==> config.mk <==
export PLATFORM = sky130hd
export DESIGN_NAME = multi_channel_pwm
export DESIGN_NICKNAME = d
export VERILOG_FILES = /design/src/rtl/multi_channel_pwm.sv
export SDC_FILE = /design/constraint.sdc
export NUM_CORES = 1
export LEC_CHECK = 0
export BUFFER_PORTS_ARGS = -buffer_cell sky130_fd_sc_hd__buf_2
export CORE_MARGIN = 2
export CORE_UTILIZATION = 50
export CTS_BUF_LIST = sky130_fd_sc_hd__clkbuf_16
export CTS_CLUSTER_SIZE = 40
export DETAILED_ROUTE_END_ITERATION = 10
export GPL_TIMING_DRIVEN = 1
export PLACE_DENSITY = 0.8
export RECOVER_POWER = 50
export SLEW_MARGIN = 10
export SYNTH_ARGS = -nofsm -noshare
export SYNTH_HDL_FRONTEND = slang
export SYNTH_SLANG_ARGS = --single-unit
==> constraint.sdc <==
create_clock -name clk_in -period 3.48 [get_ports clk_in]
set_input_delay 0.87 -clock clk_in [delete_from_list [all_inputs] [get_ports clk_in]]
set_output_delay 0.87 -clock clk_in [all_outputs]
set_load 0.05 [all_outputs]
==> src/rtl/multi_channel_pwm.sv <==
// Multi-channel PWM generator sharing one phase counter. Duty codes are double-buffered
// through a single-entry shadow register and only take effect at a period boundary.
module multi_channel_pwm #(
    parameter int WIDTH    = 8,
    parameter int CHANNELS = 2,
    parameter int CENTER   = 0,
    parameter int CLK_DIV  = 1
) (
    input  logic                      clk_in,
    input  logic                      rst_n_in,
    input  logic                      en_in,
    input  logic [CHANNELS*WIDTH-1:0] sample_in,
    input  logic                      sample_valid_in,
    output logic                      sample_ready_out,
    output logic [CHANNELS-1:0]       pwm_out,
    output logic                      period_start_out,
    output logic                      underrun_out,
    input  logic                      underrun_clr_in
);

    localparam int PW = WIDTH + CENTER;
    localparam int DW = (CLK_DIV > 1) ? $clog2(CLK_DIV) : 1;
    localparam logic [DW-1:0] DIV_LAST = DW'(CLK_DIV - 1);

    logic [DW-1:0]             r_presc;
    logic [PW-1:0]             r_phase;
    logic [CHANNELS*WIDTH-1:0] r_duty;
    logic [CHANNELS*WIDTH-1:0] r_shadow;
    logic                      r_full;
    logic                      r_wrap_q;
    logic [CHANNELS-1:0]       r_pwm;
    logic                      r_ps;
    logic                      r_und;

    logic                      w_tick;
    logic                      w_wrap;
    logic                      w_xfer;
    logic                      w_load;
    logic [WIDTH-1:0]          w_cnt;

    // Center mode folds the upper half of the phase so the count runs up then back down.
    generate
        if (CENTER != 0) begin : g_center
            assign w_cnt = r_phase[WIDTH] ? ~r_phase[WIDTH-1:0] : r_phase[WIDTH-1:0];
        end else begin : g_edge
            assign w_cnt = r_phase[WIDTH-1:0];
        end
    endgenerate

    assign w_tick = en_in && (r_presc == DIV_LAST);
    assign w_wrap = w_tick && (r_phase == '1);
    assign w_xfer = sample_valid_in && !r_full;
    // While disabled a pending sample is moved straight in, so the first enabled period uses it.
    assign w_load = r_full && (w_wrap || !en_in);

    assign sample_ready_out = ~r_full;
    assign pwm_out          = r_pwm;
    assign period_start_out = r_ps;
    assign underrun_out     = r_und;

    always_ff @(posedge clk_in or negedge rst_n_in) begin
        if (!rst_n_in) begin
            r_presc  <= '0;
            r_phase  <= '0;
            r_duty   <= '0;
            r_shadow <= '0;
            r_full   <= 1'b0;
            r_wrap_q <= 1'b0;
            r_pwm    <= '0;
            r_ps     <= 1'b0;
            r_und    <= 1'b0;
        end else begin
            if (en_in) begin
                r_presc <= w_tick ? '0 : r_presc + 1'b1;
                if (w_tick) begin
                    r_phase <= r_phase + 1'b1;
                end
            end else begin
                r_presc <= '0;
                r_phase <= '0;
            end

            for (int k = 0; k < CHANNELS; k++) begin
                r_pwm[k] <= en_in && (w_cnt < r_duty[k*WIDTH +: WIDTH]);
            end

            // The pulse is delayed one clock so it lines up with the first output of the period.
            r_wrap_q <= w_wrap;
            r_ps     <= r_wrap_q && en_in;

            if (w_load) begin
                r_duty <= r_shadow;
                r_full <= 1'b0;
            end else if (w_xfer) begin
                r_shadow <= sample_in;
                r_full   <= 1'b1;
            end

            if (w_wrap && !r_full) begin
                r_und <= 1'b1;
            end else if (underrun_clr_in) begin
                r_und <= 1'b0;
            end
        end
    end

endmodule
# --- Yosys cells after proc, flatten, opt, wreduce, memory -nomap -nowiden ---
# Index checks and enable logic that the tools add are counted.
totals:
  mem_count: 0
  input_bits: 21
  ramBits: 0
  latchBits: 0
  ff_bits: 47
  romBits: 0
  word_cells: 40
op_classes:
  n_shift: 0
  mul: 0
  eq_ne: 2
  magnitude_cmp: 2
  bitwise: 3
  addsub: 2
  n_reduce_logical: 14
  n_div: 0
  muxes: 8
op_table:
  columns: ["operator", "count"]
  rows:
  - ["8-bit < comparator", 2]
  - ["8-bit two-way mux", 2]
  - ["8-bit by 1-bit adder with 8-bit output, second input constant", 1]
  - ["8-bit == test, second input constant", 1]
  - ["1-bit logical AND", 8]
  - ["1-bit two-way mux", 6]
  - ["2-bit nonzero test", 2]
  - ["1-bit inverter", 3]
  - ["1-bit logical NOT", 2]
  - ["2-bit by 1-bit inequality test with 1-bit output, second input constant", 1]
  - ["2-bit AND reduction", 1]
  - ["1-bit adder, second input constant", 1]
  - ["1-bit logical OR", 1]

# --- Depth between registers and ports, before layout ---
depth:
  ltp_word: 7
  depth_mapped: 6

# --- Least setup slack after synthesis ---
# No wires, ideal clock.
synth_path:
  path_kind: "register -> output"
  start: "register r_full"
  end: "output sample_ready_out"
  arrival_time_ns: 1.253
  path_buffers: 2
  setup_slack_ns: 1.357
  path_stages_with_launch: 4
  path_cell_list: "dfrtp_1 > buf_2 > clkinv_1 > clkbuf_1"
synth_via:
  elab_chain_cells: 1
synth_lines:
  columns: ["item", "line", "text"]
  rows:
  - ["from (decl)", "29", "logic r_full;"]
  - ["from (signal assigned)", "67", "r_full <= 1'b0;"]
  - ["from (signal assigned)", "93", "r_full <= 1'b0;"]
  - ["from (signal assigned)", "96", "r_full <= 1'b1;"]
  - ["1-bit inverter", "56", "assign sample_ready_out = ~r_full;"]
  - ["to (decl)", "14", "output logic sample_ready_out,"]
# No other way between the ends.

# --- Worst setup path after layout ---
layout_path:
  start: "input en_in"
  end: "register r_duty[10]"
layout_via:
  elab_chain_cells: 4
layout_lines:
  columns: ["item", "line", "text"]
  rows:
  - ["from (decl)", "11", "input logic en_in,"]
  - ["1-bit logical AND", "50", "assign w_tick = en_in && (r_presc == DIV_LAST);"]
  - ["1-bit logical AND", "51", "assign w_wrap = w_tick && (r_phase == '1);"]
  - ["1-bit logical OR (*)", "54", "assign w_load = r_full && (w_wrap || !en_in);"]
  - ["1-bit logical AND (*)", "54", null]
  - ["to (signal assigned)", "92", "r_duty <= r_shadow;"]
  - ["to (decl)", "27", "logic [CHANNELS*WIDTH-1:0] r_duty;"]
# Every way passes the cells marked *; elsewhere a longest branch is shown, timed or not.
# A chain may end at the register's enable or synchronous reset.

==> flow_summary.toml <==
[run_status]
status = "finished clean"

[synthesis]
synth_top_family_by_area = "compound AO/OA/AOI/OAI gates"
synth_xor_area_share_pct = 1.07
synth_seq_cells = 47
yosys.area_share.simple_pct = 11.5
syn_nets = 259
muxShareOfSynthArea_pct = 8.18
synthDistinctLibCells = 38
yosysSeqAreaShare_pct = 48.1
syn_area_per_cell_um2 = 11.0
synth_compound_area_share_pct = 17.6
ys.warnings.count = 0
syn_inst = 223
netlist_area_mm2 = 0.00245
synthAdderAreaFrac_pct = 7.67

[place]
placed_cell_area_mm2 = 0.00261
post-place-cells = 306
gp_congestion = 0.755
io_buffers = 25
dp_hpwl_um = 3300

[cells_and_area]
finalNetCount = 282
fin_cells = 314
final_core_util_pct = 58.2
layout-drive-gt1-share_pct = 24.7
area_growth_pct = 12.4
diodes = 0
final_common_cell = "dfrtp_1"
final_area_mm2 = 0.00275
mostFrequentLayoutCells = "dfrtp_1, nand2_1, o211ai_1, buf_2, inv_1"

[drt]
via_per_inst = 5.59
drt-initial-drc-count = 99
wirelength_um = 4630
wl_per_cell_um = 14.7
antenna_left = 0
firstDrtPassIters = 5
drc = 0
vias = 1756

[power]
total_power_w = 0.00156
pwr-share-comb_pct = 21.9
pwr-share-clk_pct = 29.9
seqPwrFrac_pct = 48.2
p_sw_share_pct = 30.1
intPower_w = 0.00109
p_leak_nw = 1.31
powerDensity_mw_per_mm2 = 566
ir_worst_vdd_mv = 0.423
p_switching_w = 0.000469

[cts]
htreeDepth = 2
cts_buffer_depth = 2
cts.sinks = 47
cts_tree = "done"
hold_buffers = 0
cts_resized = 0
clk-insertion-delay-late_ns = 0.29
clk_pin_slew_ns = 0.07
cts_buffers = 5
root_buffer = "clkbuf_16"
post_cts_buffers = 0

[setup_path]
setup.worst_path.class = "input pin to flip-flop"
cp_data_required_time_ns = 3.61
arrival_ns = 2.50
r2r_end = "r_duty[10]"
rr_worst_depth = 5
timing.rr.start = "r_phase[0]"
rrSetupSlack_ns = 1.35
cp-start-kind = "input pin"
critPathCaptureType = "flip-flop"
cp_max_fo = 21

[floorplan]
die_area_mm2 = 0.00547
start_util_pct = 51.8
std_cell_rows = 25
die_x_um = 73.9
dieHeight_um = 73.9
coreArea_mm2 = 0.00472
io_pins = 26

[sta]
rsz0062_at_grt = "false"
maxSlewViolCount = 0
fin_setup_tns_ns = 0
setup_viol = 0
worstMarginPinSlew_ns = 1.02
fin_skew_ns = 0.00598
fmax_mhz = 422
period_share_pct = 68.0
hold_viol = 0
layout_min_cycle_time_ns = 2.37
slew_headroom_pct = 31.8

[run]
cap_violations = 0

[global_routing]
met1_usage_pct = 25.6
grt_pass1_wl_um = 8180
grt_pass1_vias = 1763
grt_max_degree = 48
gr-total-overflow = 0
grtUsageMet3_pct = 3.25
top_usage_layer = "met2"
grt.total_usage_pct = 19.5
grt.met2_usage_pct = 33.0
antenna_found_initial = 0

[hold_path]
hold_start = "r_wrap_q"
hold_depth = 1
min_to = "period_start_out"
hold_path_class = "flip-flop to flip-flop"
final cells by class:
class,instances,area (um^2)
Clock inverter,3,21.3
Timing Repair Buffer,28,146
Fill cell,383,1970
Multi-Input combinational cell,146,1130
Inverter,18,67.6
Tap cell,67,83.8
Clock buffer,5,125
Sequential cell,47,1180
kinds of logic (layout without fill, tap and decap cells):
group,after synthesis,in the layout
and+or+nand+nor,57,57
DFF,47,47
muxes,18,18
other,1,1
adders and majority gates,15,15
buffers and inverters,30,54
AOI/OAI and AO/OA,52,52
xor gates and xnor gates,3,3
routing by layer:
metal	wire, um	part of all wire, %
met5	0	0
met4	74	1.6
met3	173	3.7
met2	2280	49
met1	2090	45
synthesized netlist by cell type:
cell | instances | area, um^2
dfrtp_1 | 47 | 1180
nand2_1 | 36 | 135
o211ai_1 | 24 | 180
inv_1 | 16 | 60.1
mux2_2 | 16 | 180
ha_1 | 15 | 188
o211ai_2 | 10 | 125
a21oi_1 | 5 | 25.0
buf_2 | 4 | 20.0
nor2_1 | 4 | 15.0
nor2b_1 | 4 | 25.0
clkbuf_1 | 3 | 11.3
o21ai_0 | 3 | 15.0
a2111oi_0 | 2 | 17.5
a211oi_1 | 2 | 15.0
buf_4 | 2 | 15.0
buf_6 | 2 | 22.5
clkinv_1 | 2 | 7.51
mux2i_1 | 2 | 20.0
nand3_1 | 2 | 10.0
nand4b_1 | 2 | 17.5
nor3b_1 | 2 | 15.0
o2111a_1 | 2 | 22.5
xor2_1 | 2 | 17.5
a21o_1 | 1 | 7.51
a22o_1 | 1 | 8.76
and2_1 | 1 | 6.26
and4b_1 | 1 | 10.0
buf_1 | 1 | 3.75
conb_1 | 1 | 3.75
nand2b_1 | 1 | 6.26
nand4_4 | 1 | 21.3
nor3_1 | 1 | 5.00
o21a_1 | 1 | 7.51
o31ai_1 | 1 | 7.51
or3_1 | 1 | 6.26
or4_1 | 1 | 7.51
xnor2_1 | 1 | 8.76
state kept, by name, summed over array words and instances, names as in the netlist:
register          cells
r_full                1
r_shadow             16
pwm_out               2
r_duty               16
underrun_out          1
r_presc               1
r_phase               8
r_wrap_q              1
period_start_out      1
how the worst max path moves through the flow:
stage / start / endpoint / slack, ns / cells past startpoint
3_5_place_dp: en_in / r_duty[14] / 1.21 / 3
3_3_place_gp: en_in / r_duty[13] / 1.25 / 3
2_1_floorplan: r_full / sample_ready_out / 1.36 / 3
5_1_grt: en_in / underrun_out / 0.92 / 4
6_report: en_in / r_duty[10] / 1.11 / 3
4_1_cts: r_full / sample_ready_out / 1.19 / 2
through the flow:
| stage | hold slack [ns] | setup slack (ns) |
|---|---|---|
| 2_1_floorplan | 0.434 | 1.36 |
| 3_3_place_gp | 0.447 | 1.25 |
| 3_5_place_dp | 0.450 | 1.21 |
| 4_1_cts | 0.467 | 1.19 |
| 5_1_grt | 0.503 | 0.924 |
| 6_report | 0.461 | 1.11 |
power by group through the flow:
stage                     logic (W)  clock network, W  registers, W
after CTS                  0.000345          0.000475      0.000749
after global routing       0.000384          0.000494      0.000769
final                      0.000341          0.000465      0.000751
after floorplan            0.000270                 0      0.000729
after detailed placement   0.000342                 0      0.000760
after global placement     0.000319                 0      0.000755
worst max-delay path: stages:
cell and delay (ns):
clkbuf_1 0.67, o21a_1 0.73, o211ai_1 0.22
Note: power is estimated with default switching activity, not from simulation.
